$ cat config.mk
export PLATFORM = sky130hd
export DESIGN_NAME = load_store_unit
export DESIGN_NICKNAME = d
export VERILOG_FILES = /design/src/rtl/load_store_unit.sv
export SDC_FILE = /design/constraint.sdc
export NUM_CORES = 1
export LEC_CHECK = 0
export ABC_AREA = 1
export ABC_CLOCK_PERIOD_IN_PS = 5100
export CORE_MARGIN = 10
export CORE_UTILIZATION = 39
export DETAILED_ROUTE_END_ITERATION = 8
export PLACE_DENSITY = 0.76
export SYNTH_ARGS = -nofsm -noshare
export SYNTH_HDL_FRONTEND = slang
export SYNTH_SLANG_ARGS = --single-unit
export TNS_END_PERCENT = 30
$ cat constraint.sdc
create_clock -name CLK -period 5.1 [get_ports CLK]
set_input_delay 1.02 -clock CLK [delete_from_list [all_inputs] [get_ports CLK]]
set_output_delay 1.02 -clock CLK [all_outputs]
set_load 0.02 [all_outputs]
$ cat src/rtl/load_store_unit.sv
// Load/store unit: initiator side of a big-endian, word-ported data memory.
// Sub-word loads are extended, and sub-word stores are done by read-modify-write.
module load_store_unit #(
    parameter int unsigned MEM_BYTES = 128
) (
    input  logic        CLK,
    input  logic        RST,
    input  logic        req_valid,
    output logic        req_ready,
    input  logic        req_we,
    input  logic [1:0]  req_size,
    input  logic        req_signed,
    input  logic [31:0] req_addr,
    input  logic [31:0] req_wdata,
    output logic        resp_valid,
    output logic [31:0] resp_rdata,
    output logic        resp_err,
    output logic        MemRead,
    output logic        MemWrite,
    output logic [31:0] Address,
    output logic [31:0] din,
    input  logic [31:0] dout
);

    localparam logic [1:0] SzByte = 2'b00;
    localparam logic [1:0] SzHalf = 2'b01;
    localparam logic [1:0] SzWord = 2'b10;

    typedef enum logic [1:0] {StIdle, StRead, StWrite, StResp} state_e;

    state_e      state_q, state_d;
    logic        we_q, we_d;
    logic [1:0]  size_q, size_d;
    logic        signed_q, signed_d;
    logic [31:0] addr_q, addr_d;
    logic [31:0] data_q, data_d;
    logic [31:0] rdata_q, rdata_d;
    logic        err_q, err_d;

    logic        req_err;
    logic [32:0] last_byte;
    logic [7:0]  byte_lane;
    logic [15:0] half_lane;
    logic [31:0] load_val;
    logic [31:0] merged;

    // Extra bit keeps the range check honest for addresses near the top of the space.
    assign last_byte = {1'b0, req_addr[31:2], 2'b00} + 33'd3;

    always_comb begin
        req_err = 1'b0;
        unique case (req_size)
            SzByte:  req_err = 1'b0;
            SzHalf:  req_err = req_addr[0];
            SzWord:  req_err = (req_addr[1:0] != 2'b00);
            default: req_err = 1'b1;
        endcase
        if (last_byte >= 33'(MEM_BYTES)) begin
            req_err = 1'b1;
        end
    end

    always_comb begin
        byte_lane = dout[31:24];
        unique case (addr_q[1:0])
            2'd0: byte_lane = dout[31:24];
            2'd1: byte_lane = dout[23:16];
            2'd2: byte_lane = dout[15:8];
            2'd3: byte_lane = dout[7:0];
        endcase
        half_lane = addr_q[1] ? dout[15:0] : dout[31:16];

        load_val = dout;
        if (size_q == SzByte) begin
            load_val = {{24{signed_q & byte_lane[7]}}, byte_lane};
        end else if (size_q == SzHalf) begin
            load_val = {{16{signed_q & half_lane[15]}}, half_lane};
        end
    end

    always_comb begin
        merged = dout;
        if (size_q == SzByte) begin
            unique case (addr_q[1:0])
                2'd0: merged[31:24] = data_q[7:0];
                2'd1: merged[23:16] = data_q[7:0];
                2'd2: merged[15:8]  = data_q[7:0];
                2'd3: merged[7:0]   = data_q[7:0];
            endcase
        end else if (addr_q[1]) begin
            merged[15:0] = data_q[15:0];
        end else begin
            merged[31:16] = data_q[15:0];
        end
    end

    always_comb begin
        state_d  = state_q;
        we_d     = we_q;
        size_d   = size_q;
        signed_d = signed_q;
        addr_d   = addr_q;
        data_d   = data_q;
        rdata_d  = rdata_q;
        err_d    = err_q;
        unique case (state_q)
            StIdle: begin
                if (req_valid) begin
                    we_d     = req_we;
                    size_d   = req_size;
                    signed_d = req_signed;
                    addr_d   = req_addr;
                    data_d   = req_wdata;
                    rdata_d  = 32'h0;
                    err_d    = req_err;
                    if (req_err) begin
                        state_d = StResp;
                    end else if (req_we && req_size == SzWord) begin
                        state_d = StWrite;
                    end else begin
                        state_d = StRead;
                    end
                end
            end
            StRead: begin
                if (we_q) begin
                    data_d  = merged;
                    state_d = StWrite;
                end else begin
                    rdata_d = load_val;
                    state_d = StResp;
                end
            end
            StWrite: state_d = StResp;
            StResp: begin
                rdata_d = 32'h0;
                err_d   = 1'b0;
                state_d = StIdle;
            end
        endcase
    end

    always_ff @(posedge CLK or negedge RST) begin
        if (!RST) begin
            state_q  <= StIdle;
            we_q     <= 1'b0;
            size_q   <= 2'b00;
            signed_q <= 1'b0;
            addr_q   <= 32'h0;
            data_q   <= 32'h0;
            rdata_q  <= 32'h0;
            err_q    <= 1'b0;
        end else begin
            state_q  <= state_d;
            we_q     <= we_d;
            size_q   <= size_d;
            signed_q <= signed_d;
            addr_q   <= addr_d;
            data_q   <= data_d;
            rdata_q  <= rdata_d;
            err_q    <= err_d;
        end
    end

    // Decoded straight from state so an asynchronous reset drops MemWrite at once.
    always_comb begin
        req_ready  = (state_q == StIdle);
        MemRead    = (state_q == StRead);
        MemWrite   = (state_q == StWrite);
        Address    = (MemRead || MemWrite) ? {addr_q[31:2], 2'b00} : 32'h0;
        din        = MemWrite ? data_q : 32'h0;
        resp_valid = (state_q == StResp);
        resp_rdata = resp_valid ? rdata_q : 32'h0;
        resp_err   = resp_valid & err_q;
    end

    assert property (@(posedge CLK) disable iff (!RST) !(MemRead && MemWrite));
    assert property (@(posedge CLK) disable iff (!RST) (MemRead || MemWrite) |-> !err_q);

endmodule

==> results of run 1 <==
[cell families after synthesis]
| kind of cell | after synthesis | share of synthesized area [%] |
|---|---|---|
| simple gates | 556 | 35.6 |
| buf+inv | 194 | 12.3 |
| compound gates | 113 | 9.97 |
| flops | 103 | 40.1 |
| mux | 8 | 1.24 |
| fa+ha+maj | 4 | 0.778 |
| other cells | 1 | 0.0583 |
[Yosys cell counts]
cell type	number
nand2_1	384
inv_1	135
dfrtp_1	103
nand3_1	86
nor2_1	69
a21oi_1	50
o21ai_0	28
clkbuf_1	26
buf_2	15
o21ai_1	9
a31oi_1	8
buf_4	8
mux2i_1	8
o2111ai_1	7
o211ai_1	7
inv_2	5
ha_1	4
nor2_2	4
buf_1	2
buf_6	2
nand4_1	2
nor2_8	2
nor3_1	2
a22oi_1	1
a31oi_2	1
clkinv_1	1
conb_1	1
nand2_2	1
nand2_4	1
nand3_4	1
nor2_4	1
nor3_2	1
o21ai_4	1
o22ai_1	1
or2_1	1
or2_4	1
[worst paths after layout]
| check | startpoint | end | depth (start not counted) | slack, ns |
|---|---|---|---|---|
| max | state_q[0] | resp_rdata[11] | 4 | 1.37 |
| min | RST | data_q[30] | 1 | 0.45 |
| max reg2reg | state_q[1] | data_q[0] | 10 | 2.37 |
| min reg2reg | rdata_q[31] | rdata_q[31] | 2 | 0.48 |
| max in group asynchronous | RST | addr_q[2] | 2 | 3.80 |
| min in group CLK | rdata_q[31] | rdata_q[31] | 2 | 0.48 |
[metrics by stage]
stage | util, % | instance area (sq um) | setup slack, ns | hold slack, ns
after global routing | 55.2 | 8830 | 1.14 | 0.436
after CTS | 55.2 | 8830 | 1.35 | 0.434
final | 55.2 | 8830 | 1.37 | 0.449
after global placement | 53.1 | 8500 | 1.78 | 0.464
after floorplan | - | 6440 | 2.63 | 0.449
after detailed placement | 53.1 | 8500 | 1.73 | 0.466
[cell type report]
class | count | area share, %
Antenna cell | 1 | 0.0283
Clock buffer | 11 | 2.64
Clock inverter | 4 | 1.08
Inverter | 141 | 5.99
Multi-Input combinational cell | 683 | 34.8
Sequential cell | 103 | 29.2
Tap cell | 216 | 3.06
Timing Repair Buffer | 207 | 23.3
[sequential cells by signal (all words and copies together), names as in the netlist]
register and flops:
addr_q 32, data_q 32, rdata_q 32, size_q 2
state_q 2, err_q 1, signed_q 1, we_q 1
[metal layers]
layer / vias to the layer above / global-route usage (%)
met5: - / 0
met4: 0 / 9.61
met3: 56 / 6.37
met2: 335 / 30.5
met1: 3070 / 25.1
li1: 3353 / -
[cells in the final DEF, fill, tap and decap left out, types with 3 or more instances in the layout]
cell type | netlist | final
nand2_1 | 384 | 384
clkdlybuf4s50_1 | 0 | 200
inv_1 | 135 | 135
dfrtp_1 | 103 | 103
nand3_1 | 86 | 86
nor2_1 | 69 | 69
a21oi_1 | 50 | 50
o21ai_0 | 28 | 28
o21ai_1 | 9 | 9
clkbuf_16 | 0 | 9
a31oi_1 | 8 | 8
mux2i_1 | 8 | 8
o211ai_1 | 7 | 7
o2111ai_1 | 7 | 7
buf_4 | 8 | 7
inv_2 | 5 | 5
nor2_2 | 4 | 4
ha_1 | 4 | 4
bufinv_16 | 0 | 3
[power by group through the flow]
stage | Combinational (W) | Clock (W) | Sequential (W)
after global placement | 0.00321 | 0 | 0.00145
after floorplan | 0.00227 | 0 | 0.00134
after global routing | 0.00367 | 0.000836 | 0.00148
final | 0.00329 | 0.000784 | 0.00144
after CTS | 0.00331 | 0.000800 | 0.00144
after detailed placement | 0.00330 | 0 | 0.00145
[critical path, cell delays in order (launching register included)]
cell             delay, ns
dfrtp_1               0.40
ha_1                  1.07
nand2_1               0.18
inv_1                 0.10
clkdlybuf4s50_1       0.61
==> out/qor.csv, run 1 <==
stage;metric;value;unit
outcome;status;finished clean;
synthesis;synth_cells;979;
job;max-cap-violations;0;
detailed_routing;highest_layer;met4;
timing;setup_viol;0;
global_route;grt_max_degree;55;
floorplanning;die_area;22000;sq um
worst_setup_path;arrival;2.71;ns
timing;skew;0.00428;ns
detailed_routing;via_count;6814;
pwr;p_clk_share;14.2;%
worst_setup_path;cp-end-kind;primary output;
placement;place.gp.congestion;0.929;
floorplanning;die_y;148;um
clock_tree;cts_made_buffers;9;
pwr;p_comb_share;59.6;%
synthesis;netlist_area;6430;sq um
clock_tree;cts_resized;0;
global_route;grt_pass1_wl;35800;um
pwr;leakage;4.67;nW
clock_tree;cts_buffer_depth;2;
worst_setup_path;critPathKind;flop to primary output;
layout;syn_to_final_growth;37.2;%
global_route;antenna_found_initial;1;
layout;regArea;2580;sq um
global_route;grt-ovfl-total;0;
detailed_routing;drc_errors;0;
worst_setup_path;cp_max_fo;36;
pwr;power_frac_seq;26.2;%
placement;dp_cells;1350;
detailed_routing;wl_met1;9230;um
min_path;min_path_type;input pin to asynchronous set/reset pin;
detailed_routing;wl_met3;2180;um
clock_tree;path_clk_slew;0.07;ns
layout;multiInputGateArea;3070;sq um
timing;min_period;3.73;ns
pwr;switching_share;48.2;%
clock_tree;cts_setup_buffers;0;
floorplanning;start_util;40.2;%
timing;max_freq;0.268;GHz
pwr;max-vdd-ir-drop;0.000334;V
synthesis;syn_area_per_cell;6.57;sq um
synthesis;synthTopCellsByArea;dfrtp_1 (40%), nand2_1 (22%), inv_1 (7.9%);
floorplanning;rows;46;
timing;fin_tns_setup;0;ns
detailed_routing;drt-vias-per-instance;4.99;
synthesis;synth.largest_area_cell;dfrtp_1;
clock_tree;cts_num_sinks;103;
placement;io_buffers;201;
timing;hold_violations;0;
synthesis;synth-seq-cells;103;
synthesis;netlist.area_leader.share;40.1;%
pwr;p_int;0.00286;W
detailed_routing;wirelength;22200;um
detailed_routing;ant_nets;0;
synthesis;yosysUniqueCellTypes;36;
pwr;switchingPower;0.00266;W
detailed_routing;initialDrtViolationCount;643;
clock_tree;clock_latency;0.35;ns
worst_setup_path;critPathRequiredTime;4.08;ns
placement;dp_hpwl;17000;um
detailed_routing;wl_per_cell;16.3;um
detailed_routing;met2_length;9980;um
global_route;grt_pass1_vias;6713;
timing;period_share;73.2;%
synthesis;yosysWarnings;0;
clock_tree;cts_tree;done;
floorplanning;num_io_pins;204;
global_route;grt_usage;20.0;%
detailed_routing;drt_pass1_iterations;5;
timing;rsz0062_at_grt;no;
worst_setup_path;critPathLaunchType;flop;
pwr;powerDensity;625;nW/um^2
layout;drive_gt1_share;3.39;%
floorplanning;die_x;148;um
layout;finalNonFillerCells;1366;
synthesis;ys_seq_area_share;40.1;%
timing;timing.final.max_slew_violations;0;
floorplanning;coreArea;16000;sq um
clock_tree;ctsHoldBuffers;0;
layout;final_nets;1252;
timing;max_slew_margin;10.6;%
pwr;power;0.00552;W
layout;nFillCells;1594;
clock_tree;clockRootBuffer;clkbuf_16;
timing;worst_pin_slew;1.34;ns
clock_tree;cts_htree_levels;3;
(Power assumes the default switching activity.)
==> run 2, diff against run 1 <==
--- a/config.mk
+++ b/config.mk
@@ -6,7 +6,7 @@
 export NUM_CORES = 1
 export LEC_CHECK = 0
 export ABC_AREA = 1
-export ABC_CLOCK_PERIOD_IN_PS = 5100
+export ABC_CLOCK_PERIOD_IN_PS = 3500
 export CORE_MARGIN = 10
 export CORE_UTILIZATION = 39
 export DETAILED_ROUTE_END_ITERATION = 8
==> constraint.sdc (replaced) <==
create_clock -name CLK -period 3.5 [get_ports CLK]
set_input_delay 0.7 -clock CLK [delete_from_list [all_inputs] [get_ports CLK]]
set_output_delay 0.7 -clock CLK [all_outputs]
set_load 0.02 [all_outputs]
==> out/qor.csv, run 2 (synthesized netlist as in run 1, its figures left out) <==
stage;metric;value;unit;change
outcome;status;finished clean;;
worst_setup_path;critPathLaunchType;flop;;
detailed_routing;wirelength;21800;um;-1.9%
timing;min_period;3.01;ns;
global_route;grt_max_degree;57;;+3.6%
worst_setup_path;critPathRequiredTime;2.80;ns;-1.28 ns
clock_tree;cts_buffer_depth;2;;unchanged
clock_tree;cts_tree;done;;
clock_tree;cts_setup_buffers;0;;unchanged
layout;final_area;8850;sq um;+0.21%
pwr;p_int;0.00407;W;+42%
worst_setup_path;path_cells;inv_1 > ha_1 > buf_4 > nand2_1 > inv_1 > clkdlybuf4s50_1;;
detailed_routing;initialDrtViolationCount;591;;-8.1%
detailed_routing;drt-vias-per-instance;4.96;;-0.61%
global_route;grt_pass1_wl;34900;um;-2.5%
timing;skew;0.0101;ns;+0.00580 ns
floorplanning;die_area;22000;sq um;unchanged
min_path;min_path_type;input pin to asynchronous set/reset pin;;
global_route;antenna_found_initial;0;;-1
layout;drive_gt1_share;3.99;%;+0.59 points
floorplanning;die_x;148;um;unchanged
pwr;power_frac_seq;26.4;%;+0.2 points
clock_tree;cts_htree_levels;3;;unchanged
worst_setup_path;cp_top_family;buffers and inverters;;
floorplanning;rows;46;;unchanged
clock_tree;ctsHoldBuffers;0;;unchanged
detailed_routing;wl_per_cell;15.9;um;-2.1%
placement;place.gp.congestion;0.930;;+0.15%
timing;max_freq;0.333;GHz;
pwr;switchingPower;0.00388;W;+46%
job;max-cap-violations;0;;unchanged
timing;worst_pin_slew;1.23;ns;-0.114 ns
timing;setup_viol;0;;unchanged
timing;max_slew_margin;17.7;%;+7.1 points
clock_tree;path_clk_slew;0.07;ns;about the same
floorplanning;num_io_pins;204;;unchanged
worst_setup_path;arrival;2.31;ns;-0.40 ns
placement;place_area;8540;sq um;+0.50%
floorplanning;die_y;148;um;unchanged
pwr;powerDensity;899;nW/um^2;+44%
clock_tree;clock_latency;0.35;ns;about the same
layout;antenna_cells;0;;-1
floorplanning;coreArea;16000;sq um;unchanged
floorplanning;start_util;40.2;%;unchanged
detailed_routing;drc_errors;0;;unchanged
worst_setup_path;slowest_delay;0.60;ns;-0.47 ns
layout;final_common_cell;nand2_1;;
worst_setup_path;critPathKind;flop to primary output;;
worst_setup_path;cp-end-kind;primary output;;
timing;rsz0062_at_grt;no;;
pwr;p_clk_share;13.1;%;-1.1 points
clock_tree;cts_resized;0;;unchanged
timing;period_share;85.9;%;
pwr;power;0.00795;W;+44%
placement;dp_hpwl;16800;um;-1.5%
layout;final_nets;1256;;+0.32%
timing;hold_violations;0;;unchanged
placement;io_buffers;201;;unchanged
global_route;grt_pass1_vias;6534;;-2.7%
global_route;grt_usage;19.5;%;-0.50 points
layout;syn_to_final_growth;37.5;%;
worst_setup_path;cpMostUsedCell;inv_1;;
timing;timing.final.max_slew_violations;0;;unchanged
clock_tree;cts_num_sinks;103;;unchanged
pwr;leakage;4.68;nW;+0.21%
worst_setup_path;cp_max_fo;25;;-31%
pwr;switching_share;48.8;%;+0.62 points
layout;final_cell_mix;nand2_1 (384), clkdlybuf4s50_1 (200), inv_1 (135), dfrtp_1 (103), nand3_1 (86);;
worst_setup_path;critical_path_buf_inv_count;4;;+2
pwr;p_comb_share;60.5;%;+0.9 points
detailed_routing;via_count;6792;;-0.32%
global_route;grt-ovfl-total;0;;unchanged
detailed_routing;drt_pass1_iterations;5;;unchanged
layout;reg.largest.list;addr_q (32), data_q (32), rdata_q (32);;
detailed_routing;ant_nets;0;;unchanged
pwr;max-vdd-ir-drop;0.000466;V;+40%
clock_tree;clockRootBuffer;clkbuf_16;;
worst_setup_path;cp_slowest_cell;clkdlybuf4s50_1;;
clock_tree;cts_made_buffers;9;;unchanged
timing;fin_tns_setup;0;ns;unchanged
==> run 2: layout make-up <==
class / count / area (sq um)
fillers: 1582 / 7150
repair buffers: 211 / 2100
flip-flops and latches: 103 / 2580
clock inverters: 6 / 67.6
well taps: 216 / 270
multi-input cells: 683 / 3070
inverters: 141 / 529
clock buffers: 10 / 239
==> run 2: worst paths after layout <==
path,end,slack [ns],start,cells past startpoint
max,Address[24],0.49,state_q[0],6
min,data_q[21],0.35,RST,1
max reg2reg,rdata_q[13],1.18,addr_q[0],8
min reg2reg,rdata_q[18],0.48,rdata_q[18],2
max in group asynchronous,rdata_q[23],2.41,RST,2
min in group CLK,rdata_q[18],0.48,rdata_q[18],2
==> run 2: routing by layer <==
layer	vias up	part of all wire, %	GRT usage, %
li1	3359	-	-
met5	-	0	0
met2	313	45	30.8
met1	3075	41	24.2
met4	0	2.8	6.39
met3	45	10	7.01
==> run 2: power by group through the flow <==
| stage | registers (W) | clock network (W) | logic, W |
|---|---|---|---|
| 2_1_floorplan | 0.00195 | 0 | 0.00331 |
| 3_3_place_gp | 0.00212 | 0 | 0.00471 |
| 3_5_place_dp | 0.00210 | 0 | 0.00483 |
| 4_1_cts | 0.00209 | 0.00107 | 0.00483 |
| 5_1_grt | 0.00216 | 0.00112 | 0.00535 |
| 6_report | 0.00210 | 0.00104 | 0.00481 |
==> run 2: metrics by stage <==
step / hold WS (ns) / std cells / setup WS (ns) / util [%]
3_3_place_gp: 0.464 / 1354 / 0.928 / 53.4
4_1_cts: 0.380 / 1370 / 0.448 / 55.3
6_report: 0.354 / 1370 / 0.494 / 55.3
2_1_floorplan: 0.404 / 980 / 1.35 / -
5_1_grt: 0.397 / 1370 / 0.326 / 55.3
3_5_place_dp: 0.465 / 1354 / 0.852 / 53.4
==> run 3, diff against run 2 <==
--- a/config.mk
+++ b/config.mk
@@ -6,7 +6,7 @@
 export NUM_CORES = 1
 export LEC_CHECK = 0
 export ABC_AREA = 1
-export ABC_CLOCK_PERIOD_IN_PS = 3500
+export ABC_CLOCK_PERIOD_IN_PS = 2900
 export CORE_MARGIN = 10
 export CORE_UTILIZATION = 39
 export DETAILED_ROUTE_END_ITERATION = 8
==> constraint.sdc (replaced) <==
create_clock -name CLK -period 2.9 [get_ports CLK]
set_input_delay 0.58 -clock CLK [delete_from_list [all_inputs] [get_ports CLK]]
set_output_delay 0.58 -clock CLK [all_outputs]
set_load 0.02 [all_outputs]
==> out/qor.csv, run 3 (synthesized netlist as in run 1, its figures left out) <==
stage;metric;value;unit;change
clock_tree;cts_made_buffers;9;;unchanged
worst_setup_path;critPathRequiredTime;2.32;ns;-0.48 ns
timing;max_slew_margin;54.9;%;+37 points
global_route;grt_max_degree;53;;-7.0%
timing;min_period;2.71;ns;
pwr;powerDensity;1090;nW/um^2;+21%
job;max-cap-violations;0;;unchanged
min_path;min_path_type;input pin to asynchronous set/reset pin;;
clock_tree;cts_resized;0;;unchanged
detailed_routing;wirelength;22200;um;+1.5%
pwr;max-vdd-ir-drop;0.000640;V;+37%
detailed_routing;via_count;6770;;-0.32%
worst_setup_path;critPathKind;flop to primary output;;
layout;final_area;8920;sq um;+0.76%
clock_tree;ctsHoldBuffers;0;;unchanged
timing;period_share;93.4;%;
timing;hold_ws;0.243;ns;-0.110 ns
global_route;antenna_found_initial;1;;+1
floorplanning;die_x;148;um;unchanged
floorplanning;die_area;22000;sq um;unchanged
timing;fin_tns_setup;0;ns;unchanged
placement;place_area;8600;sq um;+0.67%
layout;final_nets;1262;;+0.48%
layout;finalNonFillerCells;1378;;+0.58%
layout;final_common_cell;nand2_1;;
clock_tree;cts_tree;done;;
layout;drive_gt1_share;4.48;%;+0.50 points
detailed_routing;drc_errors;0;;unchanged
outcome;status;finished clean;;
floorplanning;rows;46;;unchanged
placement;dp_cells;1360;;+0.44%
detailed_routing;initialDrtViolationCount;668;;+13%
placement;io_buffers;201;;unchanged
timing;max_freq;0.369;GHz;
clock_tree;clock_latency;0.36;ns;about the same
layout;final_cell_mix;nand2_1 (384), clkdlybuf4s50_1 (200), inv_1 (135), dfrtp_1 (103), nand3_1 (86);;
clock_tree;clockRootBuffer;clkbuf_16;;
floorplanning;coreArea;16000;sq um;unchanged
global_route;grt_usage;19.7;%;+0.14 points
clock_tree;cts_setup_buffers;0;;unchanged
detailed_routing;wl_per_cell;16.1;um;+0.94%
global_route;grt-ovfl-total;0;;unchanged
worst_setup_path;reg2regPathDepth;7;;-1
worst_setup_path;cp_max_fo;34;;+36%
clock_tree;cts_num_sinks;103;;unchanged
floorplanning;num_io_pins;204;;unchanged
layout;nFillCells;1603;;+1.3%
clock_tree;path_clk_slew;0.08;ns;about the same
floorplanning;die_y;148;um;unchanged
detailed_routing;drt_pass1_iterations;8;;+3
clock_tree;cts_htree_levels;3;;unchanged
worst_setup_path;critPathLaunchType;flop;;
detailed_routing;ant_nets;0;;unchanged
worst_setup_path;reg2reg_from;addr_q[1];;
layout;syn_to_final_growth;38.6;%;
timing;skew;0.0137;ns;+0.00364 ns
layout;reg.largest.list;addr_q (32), data_q (32), rdata_q (32);;
placement;place.gp.congestion;0.952;;+2.4%
timing;setup_viol;0;;unchanged
timing;timing.final.max_slew_violations;0;;unchanged
layout;finish.utilization;55.7;%;+0.42 points
worst_setup_path;cp-end-kind;primary output;;
clock_tree;cts_buffer_depth;2;;unchanged
floorplanning;start_util;40.2;%;unchanged
detailed_routing;drt-vias-per-instance;4.91;;-0.90%
timing;worst_pin_slew;0.677;ns;-0.551 ns
timing;hold_violations;0;;unchanged
worst_setup_path;arrival;2.13;ns;-0.18 ns
global_route;grt_pass1_wl;35300;um;+1.2%
worst_setup_path;rr_endpoint;rdata_q[13];;
worst_setup_path;reg2reg_slack;0.72;ns;-0.46 ns
global_route;grt_pass1_vias;6736;;+3.1%
timing;rsz0062_at_grt;no;;
worst_setup_path;startpoint;state_q[0];;
placement;dp_hpwl;17100;um;+1.9%
pwr;leakage;4.72;nW;+0.82%
[run 3: cell types whose count changed in the layout (fill, tap and decap cells not counted), sizes merged]
cell,delta
clkinv,+1
diode,+2
buf,+6
clkinvlp,-1
[run 3: critical path, cell delays in order (launching register included)]
cell             delay (ns)
dfrtp_1                0.42
inv_1                  0.10
ha_1                   0.15
buf_4                  0.31
nand2_1                0.10
inv_1                  0.07
clkdlybuf4s50_1        0.60
[run 3: layout make-up]
type,count,area (sq um),share of cell area [%]
antenna,2,5.00,0.0561
clock buffer,10,239,2.68
clock inverter,6,68.8,0.772
inverter,141,529,5.94
multi-input combinational,683,3070,34.4
sequential,103,2580,28.9
tap,216,270,3.03
timing repair buffer,217,2160,24.2
[run 3: how the worst max path moves through the flow]
| stage | depth (start not counted) | end | slack, ns |
|---|---|---|---|
| after detailed placement | 6 | Address[14] | 0.51 |
| after CTS | 6 | Address[14] | 0.11 |
| final | 6 | din[24] | 0.19 |
| after floorplan | 6 | din[10] | 0.87 |
| after global placement | 6 | Address[6] | 0.59 |
| after global routing | 6 | din[31] | 0.05 |
[run 3: routing by layer]
| layer | up-vias | track usage, % | routed length, um |
|---|---|---|---|
| li1 | 3370 | - | - |
| met1 | 3069 | 24.4 | 9480 |
| met2 | 286 | 30.9 | 9950 |
| met3 | 45 | 6.10 | 2040 |
| met4 | 0 | 8.23 | 700 |
| met5 | - | 0 | 0 |
[run 3: metrics by stage]
step           worst slack, ns  total power, W
6_report                 0.190         0.00970
5_1_grt                 0.0544          0.0105
4_1_cts                  0.114         0.00972
3_5_place_dp             0.506         0.00844
3_3_place_gp             0.589         0.00830
2_1_floorplan            0.875         0.00634
[run 3: power by group]
part | total [W] | internal [W] | switching, W
combinational | 0.00591 | 0.00224 | 0.00367
clock | 0.00126 | 0.000698 | 0.000563
sequential | 0.00253 | 0.00205 | 0.000488
total | 0.00970 | 0.00498 | 0.00472
